$ cat config.mk
export PLATFORM = sky130hd
export DESIGN_NAME = fetch_queue
export DESIGN_NICKNAME = d
export VERILOG_FILES = /design/src/rtl/fetch_queue.sv
export SDC_FILE = /design/constraint.sdc
export NUM_CORES = 1
export LEC_CHECK = 0
export CORE_MARGIN = 3
export CORE_UTILIZATION = 51
export CTS_BUF_LIST = sky130_fd_sc_hd__clkbuf_2
export DETAILED_ROUTE_END_ITERATION = 10
export PLACE_DENSITY = 0.84
export SYNTH_ARGS = -nofsm -noshare
export SYNTH_HDL_FRONTEND = slang
export SYNTH_SLANG_ARGS = --single-unit
$ cat constraint.sdc
create_clock -name clk -period 5.1 [get_ports clk]
set_clock_uncertainty 0.2 [all_clocks]
set_input_delay 1.53 -clock clk [delete_from_list [all_inputs] [get_ports clk]]
set_output_delay 1.53 -clock clk [all_outputs]
set_load 0.02 [all_outputs]
$ cat src/rtl/fetch_queue.sv
// Instruction fetch stage: drives a synchronous ROM one read per cycle and
// buffers returned words in a small FIFO offered to the decoder.
module fetch_queue #(
    parameter int                ADDR_W   = 8,
    parameter int                INSTR_W  = 16,
    parameter int                DEPTH    = 2,
    parameter logic [ADDR_W-1:0] RESET_PC = '0
) (
    input  logic               clk,
    input  logic               rst_n,
    output logic               rom_en,
    output logic [ADDR_W-1:0]  rom_addr,
    input  logic [INSTR_W-1:0] rom_data,
    input  logic               jmp_ce,
    input  logic [ADDR_W-1:0]  jmp_addr,
    output logic               id_valid,
    input  logic               id_ready,
    output logic [INSTR_W-1:0] id_instr,
    output logic [ADDR_W-1:0]  id_pc
);

    localparam int PTR_W = $clog2(DEPTH);
    localparam int CNT_W = $clog2(DEPTH + 2);

    logic [ADDR_W-1:0]  fetch_pc;
    logic [ADDR_W-1:0]  inflight_pc;
    logic               inflight;
    logic [INSTR_W-1:0] mem_instr [DEPTH];
    logic [ADDR_W-1:0]  mem_pc    [DEPTH];
    logic [PTR_W-1:0]   rd_ptr;
    logic [PTR_W-1:0]   wr_ptr;
    logic [CNT_W-1:0]   count;
    logic [CNT_W-1:0]   credit;
    logic               pop;
    logic               push;

    // Decoder handshake: an entry transfers in any cycle where id_valid and
    // id_ready are both high; id_valid never depends on id_ready, and the
    // offered id_instr/id_pc hold steady until popped or flushed.
    assign id_valid = (count != '0);
    assign pop      = id_valid & id_ready;
    assign push     = inflight & ~jmp_ce;
    assign id_instr = mem_instr[rd_ptr];
    assign id_pc    = mem_pc[rd_ptr];

    // Occupancy after this cycle if the in-flight word lands; a new request
    // is only issued when it is guaranteed a free slot.
    assign credit   = count + CNT_W'(inflight) - CNT_W'(pop);
    assign rom_en   = rst_n & ~jmp_ce & (credit < CNT_W'(DEPTH));
    assign rom_addr = fetch_pc;

    always_ff @(posedge clk or negedge rst_n) begin
        if (!rst_n) begin
            fetch_pc    <= RESET_PC;
            inflight_pc <= '0;
            inflight    <= 1'b0;
            rd_ptr      <= '0;
            wr_ptr      <= '0;
            count       <= '0;
            for (int i = 0; i < DEPTH; i++) begin
                mem_instr[i] <= '0;
                mem_pc[i]    <= '0;
            end
        end else begin
            inflight <= rom_en;
            if (rom_en) begin
                inflight_pc <= fetch_pc;
            end
            if (jmp_ce) begin
                // Redirect discards queued words and the pending ROM response.
                fetch_pc <= jmp_addr;
                rd_ptr   <= '0;
                wr_ptr   <= '0;
                count    <= '0;
            end else begin
                if (rom_en) begin
                    fetch_pc <= fetch_pc + ADDR_W'(1);
                end
                if (push) begin
                    mem_instr[wr_ptr] <= rom_data;
                    mem_pc[wr_ptr]    <= inflight_pc;
                    wr_ptr            <= wr_ptr + PTR_W'(1);
                end
                if (pop) begin
                    rd_ptr <= rd_ptr + PTR_W'(1);
                end
                count <= count + CNT_W'(push) - CNT_W'(pop);
            end
        end
    end

endmodule

After elaboration in Yosys (flattened, before gate mapping):

Index checks and enable logic that the tools add are counted.

* $add $sub $neg: 7
* order comparisons: 4
* mux-type cells: 19
* bitwise operators: 7
* reductions and logical operators: 6

Operators by type and width (count)
* 16-bit two-way mux: 4
* 8-bit two-way mux: 6
* 32-bit bitwise mux: 1
* 16-bit bitwise mux: 1
* 16-bit demux with 1-bit select: 1
* 8-bit by 1-bit adder with 8-bit output (second input constant): 1
* 8-bit demux with 1-bit select: 1
* 2-bit nonzero test: 4
* 2-bit by 1-bit adder with 2-bit output: 2
* 1-bit bitwise AND: 4
* 2-bit >= comparator (second input constant): 2
* 1-bit two-way mux: 4
* 1-bit NOT with 2-bit output: 2
* 2-bit by 1-bit subtractor with 2-bit output: 2
* 1-bit adder (second input constant): 2
* 2-bit by 1-bit less-than comparator with 1-bit output (second input constant): 1
* 2-bit less-than comparator (second input constant): 1
* 2-bit two-way mux: 1
* 2-bit AND reduction: 1
* 1-bit logical AND: 1
* 1-bit NOT: 1

* bits in registers: 69
* input bits: 28
* output and inout bits: 34

Logic depth before layout (Yosys ltp):

* depth in word-level cells: 7
* depth in mapped cells: 7
* gate-level depth less buffers: 7

Worst setup path before layout:

Ideal clock, no wire load.

* path kind: input to output
* from: input port id_ready
* to: output port rom_en
* data arrival time: 2432 ps
* path slack: 938 ps
* cell stages on the path: 4
* buffers on the path: 0
* cells stage by stage: and2b_4 > mux2i_4 > o21ai_4 > inv_1

* longest elaborated chain between the ends: 4

RTL lines
* start, declared: line 17 `input logic id_ready,`
* 1-bit bitwise AND: line 41 `assign pop = id_valid & id_ready;`
* 2-bit by 1-bit subtractor with 2-bit output: line 48 `assign credit = count + CNT_W'(inflight) - CNT_W'(pop);`
* 2-bit less-than comparator: line 49 `assign rom_en = rst_n & ~jmp_ce & (credit < CNT_W'(DEPTH));`
* 1-bit bitwise AND: line 49
* end, declared: line 11 `output logic rom_en,`

Every way passes these cells.

Worst setup path after layout:

Same ends and word-level chain as after synthesis.

==> Flow_metrics.wiki <==
{| class="wikitable"
! Metric !! Value
|-
| Drt pass-1 iters || 4
|-
| Nature of the critical path startpoint || input pin
|-
| X dimension of the die || 84.5 microns
|-
| Gate count of the mapped netlist || 220
|-
| Top post-synthesis cells by count || mux2_2, dfrtp_1, mux2_1
|-
| Antenna violations before repair || 0
|-
| Post-layout nets || 323
|-
| Footprint of the multi-input gates || 0.00136 sq mm
|-
| Post-synth cell types || 31
|-
| Sequential Area || 0.00173 sq mm
|-
| Global placement routability congestion || 0.837
|-
| Critical path fanouts, max || 3
|-
| Pre-CTS setup slack || 0.144 ns
|-
| Most used cell, CP || clkdlybuf4s50_1
|-
| Share of flip-flops with an asynchronous set or reset || 1.00
|-
| Setup Viol. Count Final || 0
|-
| Fraction of final layout cells with drive strength greater than 1 || 0.348
|-
| Number of buffer and inverter stages on the critical path || 3
|-
| Cells resized by post-CTS repair || 0
|-
| Worst r2r src || inflight$_DFF_PN0_
|-
| Setup slack of the most critical reg-to-reg path || 3.06 ns
|-
| Worst-Margin Slew || 0.890 ns
|-
| Number of buffers inserted during clock tree synthesis || 9
|-
| Routed wire length || 5930 microns
|-
| Detailed Route Iter0 Violations || 55
|-
| Crit path setup slack, layout || 0.144 ns
|-
| Worst slew margin relative to its limit || 0.407
|-
| Sum of net half-perimeters after detailed placement || 4130 microns
|-
| Max incr delay on CP || 0.60 ns
|-
| Library cell with the highest instance count after synthesis || mux2_2
|-
| Clock tree from TritonCTS || done
|-
| Leading register cell type out of synthesis || dfrtp_1
|-
| Number of flops mapped to enable cells by yosys || 0
|-
| Worst Hold End || mem_instr[17]$_DFFE_PN0P_
|-
| Final-report hold violation count || 0
|-
| Power per cell area || 513 mW/mm^2
|-
| Cell family with most CP delay || buffers and inverters
|-
| Number of port buffers || 61
|-
| Leakage power summed over all cells || 1.70 nW
|-
| #FFs+latches synth || 69
|-
| Final critical path time including I/O delays and setup || 4.96 ns
|-
| Hold-fix buffers at CTS || 0
|-
| Setup TNS || 0 ns
|-
| Skew-Pair Late Insertion Delay || 0.46 ns
|-
| Largest area contributor in the netlist || dfrtp_1
|-
| Terminus of the critical flop-to-flop path || rom_addr[1]$_DFFE_PN0P_
|-
| Yosys synthesis warning count || 0
|-
| GRT Overall Usage || 0.183
|-
| Path type of the worst min-delay path || flop to flop
|-
| Mean instance size in the synthesized netlist || 14.3 sq um
|-
| Arrival time reported for the critical path endpoint || 3.23 ns
|-
| Maximum clock frequency || 202 MHz
|-
| Clock sink count || 69
|-
| Highest ir drop seen on vdd || 0.000280 V
|-
| Worst-case clock buffer depth || 2
|-
| Slew Limit Fails || 0
|-
| Total placed cells including tap cells || 353
|-
| Die Outline Area || 0.00714 sq mm
|-
| Slowest cell on the critical path || clkdlybuf4s50_1
|-
| Area of the mapped netlist || 0.00314 sq mm
|-
| Chip Height || 84.5 microns
|-
| Average wire per standard cell || 16.1 microns
|-
| Vias in the first global route || 2077
|-
| Setup Crit Path Kind || input pin to output port
|-
| Result of the run || finished, final reports clean
|-
| Unrepaired setup endpoints after global routing || no
|-
| Placement row count || 27
|-
| Area of the placeable core || 0.00574 sq mm
|-
| Count of max-cap constraint violations || 0
|-
| Logic depth of the worst register-to-register path || 6
|-
| Fill cells || 447
|-
| Area share of the largest cell type after synthesis || 0.550
|-
| Startpoint of the worst hold path || mem_instr[17]$_DFFE_PN0P_
|-
| Area added between synthesis and finish || 25.2%
|-
| Routed vias || 1990
|-
| Detailed-route vias per instance || 5.41
|-
| Worst Hold Depth || 1
|-
| Syn Nets || 251
|-
| Required time of the critical path || 3.37 ns
|-
| Sequential-to-total area share from yosys stat || 0.550
|-
| Total inserted antenna cells || 0
|-
| Post-route non-filler standard cell count || 368
|-
| Clock-pin slew reported for the worst setup and hold paths after clock tree synthesis || 0.15 ns
|-
| Top Ports || 62
|-
| Effective utilization at floorplan || 0.547
|-
| Pin count of the biggest net entering global routing || 76
|-
| DRC violations left || 0
|-
| Number of levels in the clock H-tree || 3
|-
| Wire length of the first global-routing pass || 10200 microns
|-
| Period utilization || 0.972
|-
| CTS Root Cell || clkbuf_2
|-
| Aggregate global routing overflow || 0
|-
| Antenna Violating Nets Remaining || 0
|-
| Kind of end point of the critical path || output port
|-
| Dominant cells by area after synthesis || dfrtp_1, mux2_2, mux2_1, xnor2_1, and4_1
|-
| Number of post-CTS setup repair buffers || 0
|-
| Critical-path cell list || clkdlybuf4s50_1, and2b_4, mux2i_4, o21ai_4, inv_1, clkdlybuf4s50_1
|}
## registers in the layout (all words and copies together) (netlist names)
register / count
mem_instr: 32
inflight_pc: 8
wr_ptr: 1
rom_addr: 8
count: 2
rd_ptr: 1
mem_pc: 16
inflight: 1
## logic make-up (layout without fill, tap and decap cells)
group | Yosys count | after routing | synth area share
muxes | 86 | 86 | 0.312
AOI/OAI and AO/OA | 12 | 12 | 0.0267
and+or+nand+nor | 29 | 29 | 0.0550
DFF | 69 | 69 | 0.550
buffers and inverters | 11 | 87 | 0.0167
xor gates and xnor gates | 10 | 10 | 0.0279
adders and majority gates | 3 | 3 | 0.0120
## worst reg2reg max path, cell delays in order (launching register included)
cell	delay (ns)
dfrtp_1	0.46
and2b_4	0.20
mux2i_4	0.25
buf_4	0.19
o21ai_2	0.06
mux2_1	0.33
mux2_2	0.25
## cell type report
| type | count | share of cell area |
|---|---|---|
| well taps | 72 | 0.0229 |
| clock inverters | 4 | 0.00414 |
| inverters | 2 | 0.00191 |
| multi-input cells | 140 | 0.347 |
| clock buffers | 11 | 0.0140 |
| flip-flops and latches | 69 | 0.439 |
| repair buffers | 70 | 0.171 |
## through the flow
| step | power (mW) | instance area (sq um) | utilization | hold slack [ns] |
|---|---|---|---|---|
| 6_report | 2.02 | 3930 | 0.685 | 0.316 |
| 5_1_grt | 2.16 | 3930 | 0.685 | 0.342 |
| 4_1_cts | 2.05 | 3930 | 0.685 | 0.322 |
| 3_5_place_dp | 1.81 | 3860 | 0.672 | 0.285 |
| 3_3_place_gp | 1.78 | 3860 | 0.672 | 0.263 |
| 2_1_floorplan | 1.41 | 3140 | - | 0.254 |
## layout by cell type (no fill, tap or decap)
master,count
nand3b_1,1
and3_1,1
o21ai_4,1
o21ai_1,6
and2b_4,1
nor2b_1,4
clkinv_1,3
buf_4,9
clkdlybuf4s50_1,60
o21ai_2,1
nor2_2,1
nand3_1,1
nand2_1,5
nand2b_1,2
and2_1,1
clkinv_2,1
mux2i_4,1
nor2_1,4
xnor2_1,6
xor2_1,4
a21oi_2,1
mux2_1,11
or2_2,1
clkbuf_2,11
or3_1,1
o21ai_0,1
inv_1,2
nand4_1,1
buf_2,1
o211ai_1,2
and4_1,5
ha_1,3
mux2_2,74
dfrtp_1,69
## worst max path at each step
stage	start	end	slack, ns	cells past startpoint
global placement	id_ready	rom_en	0.16	6
CTS	id_ready	rom_en	0.13	6
floorplan	id_ready	rom_en	0.94	4
detailed placement	id_ready	rom_en	0.14	6
global route	id_ready	rom_en	0.07	6
finish	id_ready	rom_en	0.14	6
## per-layer routing
layer  vias to the layer above  global-route usage  share of wire
met5                         -                   0              0
met4                         0              0.0705         0.0093
met3                         6              0.0471          0.051
met2                        60               0.277           0.46
met1                       987               0.255           0.48
li1                        937                   -              -
## where the power goes
part	internal, mW	switching [mW]
Combinational	0.528	0.386
Clock	0.0605	0.170
Sequential	0.742	0.130
Note: power is estimated with default switching activity, not from simulation.
